`config.mk`:
```
export PLATFORM = sky130hd
export DESIGN_NAME = ret_fsm_flat
export DESIGN_NICKNAME = d
export VERILOG_FILES = /design/src/rtl/ret_fsm_if.sv /design/src/rtl/ret_fsm.sv /design/src/flat_wrapper.sv
export SDC_FILE = /design/constraint.sdc
export NUM_CORES = 1
export LEC_CHECK = 0
export ABC_AREA = 1
export CAP_MARGIN = 40
export CORE_UTILIZATION = 35
export DETAILED_ROUTE_END_ITERATION = 16
export PLACE_DENSITY_LB_ADDON = 0.05
export SETUP_SLACK_MARGIN = 0.02
export SLEW_MARGIN = 20
export SYNTH_ARGS = -nofsm -noshare
export SYNTH_HDL_FRONTEND = slang
export SYNTH_SLANG_ARGS = --single-unit
export TNS_END_PERCENT = 10
```
`constraint.sdc`:
```
create_clock -name clk -period 1.25 [get_ports clk]
set_input_delay 0.1875 -clock clk [delete_from_list [all_inputs] [get_ports clk]]
set_output_delay 0.1875 -clock clk [all_outputs]
set_load 0.01 [all_outputs]
```
`src/rtl/ret_fsm_if.sv`:
```
// Bus bundle between the return sequencer and decode/stack/PC logic.
interface ret_fsm_if;
    logic        ret;
    logic        rti;
    logic [15:0] mem_data;
    logic [15:0] out;
    logic        stall;
    logic [31:0] pc_out;
    logic        pc_load;
    logic [3:0]  flags_out;
    logic        flags_load;

    modport master (
        output ret, rti, mem_data,
        input  out, stall, pc_out, pc_load, flags_out, flags_load
    );

    modport slave (
        input  ret, rti, mem_data,
        output out, stall, pc_out, pc_load, flags_out, flags_load
    );
endinterface

```
`src/rtl/ret_fsm.sv`:
```
// Return sequencer: pops PC (high, low) and, with RET_FSM_RTI_EN, flags,
// then strobes the assembled return address into the PC.
module ret_fsm (
    input  logic     clk,
    input  logic     reset,
    ret_fsm_if.slave bus
);
    localparam logic [15:0] UOP_NOP         = 16'd0;
    localparam logic [15:0] UOP_POP_PC_HIGH = 16'b101;
    localparam logic [15:0] UOP_POP_PC_LOW  = 16'b110;
    localparam logic [15:0] UOP_POP_FLAGS   = 16'b111;
    localparam logic [15:0] UOP_LOAD_PC     = 16'b1000;

    typedef enum logic [2:0] {
        IDLE,
        POP_H,
        POP_L,
        POP_F,
        LOAD
    } state_t;

    state_t      state;
    logic        kind_rti;
    logic        rti_in;
    logic [15:0] pc_high_q;
    logic [15:0] pc_low_q;
    logic [3:0]  flags_q;

`ifdef RET_FSM_RTI_EN
    assign rti_in = bus.rti;
`else
    assign rti_in = 1'b0;
`endif

    always_ff @(posedge clk) begin
        if (reset) begin
            state          <= IDLE;
            kind_rti       <= 1'b0;
            pc_high_q      <= '0;
            pc_low_q       <= '0;
            flags_q        <= '0;
            bus.out        <= UOP_NOP;
            bus.stall      <= 1'b0;
            bus.pc_out     <= '0;
            bus.pc_load    <= 1'b0;
            bus.flags_out  <= '0;
            bus.flags_load <= 1'b0;
        end else begin
            bus.pc_load    <= 1'b0;
            bus.flags_load <= 1'b0;
            unique case (state)
                IDLE: begin
                    if (bus.ret | rti_in) begin
                        state     <= POP_H;
                        kind_rti  <= rti_in;
                        bus.out   <= UOP_POP_PC_HIGH;
                        bus.stall <= 1'b1;
                    end
                end
                POP_H: begin
                    state   <= POP_L;
                    bus.out <= UOP_POP_PC_LOW;
                end
                POP_L: begin
                    pc_high_q <= bus.mem_data;
                    if (kind_rti) begin
                        state   <= POP_F;
                        bus.out <= UOP_POP_FLAGS;
                    end else begin
                        state   <= LOAD;
                        bus.out <= UOP_LOAD_PC;
                    end
                end
                POP_F: begin
                    pc_low_q <= bus.mem_data;
                    state    <= LOAD;
                    bus.out  <= UOP_LOAD_PC;
                end
                LOAD: begin
                    state       <= IDLE;
                    bus.out     <= UOP_NOP;
                    bus.stall   <= 1'b0;
                    bus.pc_load <= 1'b1;
                    if (kind_rti) begin
                        bus.pc_out <= {pc_high_q, pc_low_q};
`ifdef RET_FSM_RTI_EN
                        flags_q        <= bus.mem_data[3:0];
                        bus.flags_out  <= bus.mem_data[3:0];
                        bus.flags_load <= 1'b1;
`endif
                    end else begin
                        // RET's low half arrives in LOAD itself; bypass it
                        pc_low_q   <= bus.mem_data;
                        bus.pc_out <= {pc_high_q, bus.mem_data};
                    end
                end
                default: begin
                    state     <= IDLE;
                    bus.out   <= UOP_NOP;
                    bus.stall <= 1'b0;
                end
            endcase
        end
    end
endmodule

```
`src/flat_wrapper.sv`:
```
// flat-port wrapper written by rule: the top's interface ports become plain ports
module ret_fsm_flat 
  (clk, reset, bus_ret, bus_rti, bus_mem_data, bus_out, bus_stall, bus_pc_out, bus_pc_load, bus_flags_out, bus_flags_load);
  ret_fsm_if bus_i ();
  input  logic clk;
  input  logic reset;
  input wire logic [$bits(bus_i.ret)-1:0] bus_ret;
  input wire logic [$bits(bus_i.rti)-1:0] bus_rti;
  input wire logic [$bits(bus_i.mem_data)-1:0] bus_mem_data;
  output wire logic [$bits(bus_i.out)-1:0] bus_out;
  output wire logic [$bits(bus_i.stall)-1:0] bus_stall;
  output wire logic [$bits(bus_i.pc_out)-1:0] bus_pc_out;
  output wire logic [$bits(bus_i.pc_load)-1:0] bus_pc_load;
  output wire logic [$bits(bus_i.flags_out)-1:0] bus_flags_out;
  output wire logic [$bits(bus_i.flags_load)-1:0] bus_flags_load;
  assign bus_i.ret = bus_ret;
  assign bus_i.rti = bus_rti;
  assign bus_i.mem_data = bus_mem_data;
  assign bus_out = bus_i.out;
  assign bus_stall = bus_i.stall;
  assign bus_pc_out = bus_i.pc_out;
  assign bus_pc_load = bus_i.pc_load;
  assign bus_flags_out = bus_i.flags_out;
  assign bus_flags_load = bus_i.flags_load;
  ret_fsm u_core (.clk(clk), .reset(reset), .bus(bus_i));
endmodule
```
==> reports/summary.md <==
The total setup violations reported at the end of the flow was 0. The logs give 5370 microns for the total wire length after detailed routing and 14 for the number of unique standard cell types used by synthesis. The tools report the final-layout setup total negative slack as 0 ps. The net count reported at finish is 404, and the sequential area share after synthesis is 0.453. The count of boundary I/O pins was 75; the wire length of the first global-routing pass was 9090 microns. After synthesis, the cell types taking the most area are sky130_fd_sc_hd__dfxtp_1, sky130_fd_sc_hd__a21oi_1, sky130_fd_sc_hd__nand3_1. The overall track demand over capacity in global routing was 0.158; the weighted congestion at the end of routability-driven global placement was 0.692. Once detailed placement completed, the half-perimeter wirelength came to 3520 microns. The buffering stage count on the worst path with inverters included came out at 1. The vertical die dimension works out to 84.6 microns. TritonCTS built the clock tree. The critical path goes through dlygate4sd2_1. The setup path with the least slack is of type flip-flop to output port. The netlist area before placement came out at 2390 sq um.

The share of synthesized flip-flops with an asynchronous set or reset was 0; the area growth from synthesis to layout was 26.2%. STA classifies the critical path startpoint as a flip-flop. OpenSTA, run right after detailed placement, puts the worst setup slack at 41.6 ps. The logs give 2047 for the via count of the first global-routing pass and 29 for the row count. The synthesized instance count came out at 340. The tools report the final count of pins violating max slew as 0.

For the post-placement cell area, the log shows 2970 sq um. During placement, the flow inserted port buffers numbering 56. The number of H-tree levels is 2.

Setup slack on the critical path of the routed design comes to 100 ps. The run finished with clean final reports. Post-synthesis cell type with the largest combined area: sky130_fd_sc_hd__dfxtp_1.

The logs give 0.467 for the final core utilization and 3020 sq um for the final non-filler cell area. Dividing the detail-routed via count by the number of cells gives 4.63. In this run the clock root is driven by a sky130_fd_sc_hd__clkbuf_8.

The die covers 7160 sq um. STA puts the critical path data required time at 1060 ps. The starting density of the core was 0.370.

Measured along the x axis, the die boundary spans 84.6 microns. Library cell with the highest instance count after synthesis: sky130_fd_sc_hd__nor2_1. The peak per-stage delay on the critical path is 390 ps, and the post-route DRC violation count is 0.

The class of the worst hold path was flip-flop to flip-flop. The run gives 0 as the total number of yosys warnings. Latest clock arrival within the worst-skew pair: 310 ps.

The reported leakage power was 1.44 nW; the synthesis-stage register bit count was 54. For the worst setup path, the data arrival time is 960 ps. Clock-pin slew was measured on the worst setup and hold paths at 90 ps.

For this design the ratio of total power to cell area is 1110 nW/um^2. Entering global routing, the biggest net connects 67 pins. Counting the buffers created by CTS gives 5. Across the run, the number of max-cap violations was 0. The shortest clock period the worst path allows after layout was 1150 ps. For the worst clock skew on the final layout, the log shows 5.84 ps.

Dominant register cell in the synthesized netlist: sky130_fd_sc_hd__dfxtp_1. By count the netlist is led by sky130_fd_sc_hd__nor2_1, sky130_fd_sc_hd__dfxtp_1, sky130_fd_sc_hd__nand2_1, sky130_fd_sc_hd__a21oi_1, sky130_fd_sc_hd__nand3_1. The number of antenna violations at the first check in global routing was 0; the number of antenna diodes was 0. The detailed router finished its first iteration with 162 violations. Setup repair after global routing left no endpoint under its margin. The area share of the leading cell type in the synthesized netlist is 0.453, and the fraction of final layout cells sized beyond drive strength 1 is 0.0519. Highest fanout seen on the critical path: 5.

The core area was 6460 sq um; the sum of overflow across all layers after global routing was 0. The clock passes through at most 2 buffers. For this design, the slowest cell found on the critical path is sky130_fd_sc_hd__dfxtp_4.

The final count of hold timing violations was 0. Dividing the synthesized area by the synthesized cell count gives 7.03 sq um. The capturing element type of the critical path was an output port.

Based on the critical path, the design can be clocked at up to 870 MHz. The post-route antenna net violation count is 0, and the fraction of the cycle the final worst path needs is 0.920. The logs give 3.34 mW for the sum of internal, switching and leakage power and 0.591 mV for the worst supply voltage drop on vdd. Summing over every cut layer, the via total after detailed routing is 2138. The run gives 6 as the first-pass iteration count of the detailed router.

The number of flops mapped to enable cells by yosys came out at 0. On the critical path the largest part of the delay comes from flip-flops. Total number of clock tree sinks: 54. Dividing the detail-routed wire length by the instance count gives 11.6 microns.
[flip-flops by register name, summed over array words and instances, names as in the netlist]
| signal | flops |
|---|---|
| u_core.bus.pc_load | 1 |
| u_core.state | 2 |
| u_core.bus.stall | 1 |
| u_core.bus.pc_out | 32 |
| u_core.bus.out | 2 |
| u_core.pc_high_q | 16 |
[placed cells by master, fill, tap and decap left out, types with 2 or more instances in the layout]
| cell | Yosys | layout |
|---|---|---|
| sky130_fd_sc_hd__a21oi_1 | 49 | 49 |
| sky130_fd_sc_hd__buf_12 | 0 | 5 |
| sky130_fd_sc_hd__buf_4 | 21 | 3 |
| sky130_fd_sc_hd__clkbuf_8 | 0 | 6 |
| sky130_fd_sc_hd__clkdlybuf4s50_1 | 0 | 18 |
| sky130_fd_sc_hd__conb_1 | 1 | 17 |
| sky130_fd_sc_hd__dfxtp_1 | 54 | 51 |
| sky130_fd_sc_hd__dfxtp_2 | 0 | 2 |
| sky130_fd_sc_hd__dlygate4sd2_1 | 0 | 38 |
| sky130_fd_sc_hd__inv_1 | 37 | 37 |
| sky130_fd_sc_hd__nand2_1 | 51 | 51 |
| sky130_fd_sc_hd__nand3_1 | 48 | 48 |
| sky130_fd_sc_hd__nor2_1 | 55 | 54 |
[cells by family (layout without fill, tap and decap cells)]
| family | after synthesis | count (layout) | share of synthesized area |
|---|---|---|---|
| buffers and inverters | 80 | 109 | 0.169 |
| DFF | 54 | 54 | 0.453 |
| other | 1 | 17 | 0.00157 |
| AOI/OAI and AO/OA | 49 | 49 | 0.103 |
| and+or+nand+nor | 156 | 156 | 0.274 |
[worst min-delay path: cells and delay by family, from the launching register on]
kind,cells,cell delay [ps]
AOI/OAI and AO/OA,1,50
DFF,1,320
buffers and inverters,1,40
[final timing paths]
kind / from / to / slack (ps) / cells past startpoint
worst max-delay path: u_core.state[0] / bus_out[0] / 100 / 1
worst min register to register: u_core.bus.stall / u_core.bus.stall / 460 / 2
worst max register to register: u_core.state[0] / u_core.bus.pc_out[2] / 190 / 5
worst min-delay path: u_core.bus.stall / u_core.bus.stall / 460 / 2
[report_power, final]
group | leakage [nW] | total, mW | internal (mW) | switching, mW
Combinational | 0.948 | 0.520 | 0.221 | 0.299
Clock | 0.0482 | 1.01 | 0.448 | 0.557
Sequential | 0.440 | 1.82 | 1.78 | 0.0333
[metal layers]
layer,vias up,part of all wire,global-route usage
met5,-,0,0
met4,0,0.017,0.0678
met3,8,0.049,0.0393
met2,47,0.47,0.276
met1,969,0.47,0.183
li1,1114,-,-
[metrics by stage]
stage	hold slack, ps	std cells
final	459	462
after global routing	492	462
after CTS	454	462
after detailed placement	451	454
after global placement	442	454
after floorplan	259	356
[what timing repair did]
item                                    4_1_cts  5_1_grt
setup buffers                                 0        0
gates resized for setup                      41        0
hold buffers                                  0        0
endpoints found under the setup margin       38        0
[cell type report]
cell class	count	area, sq um
Clock buffer	7	86.3
Clock inverter	1	5.00
Fill cell	706	3440
Inverter	37	139
Multi-Input combinational cell	222	966
Sequential cell	54	1090
Tap cell	77	96.3
Timing Repair Buffer	64	636
Note: power is estimated with default switching activity, not from simulation.
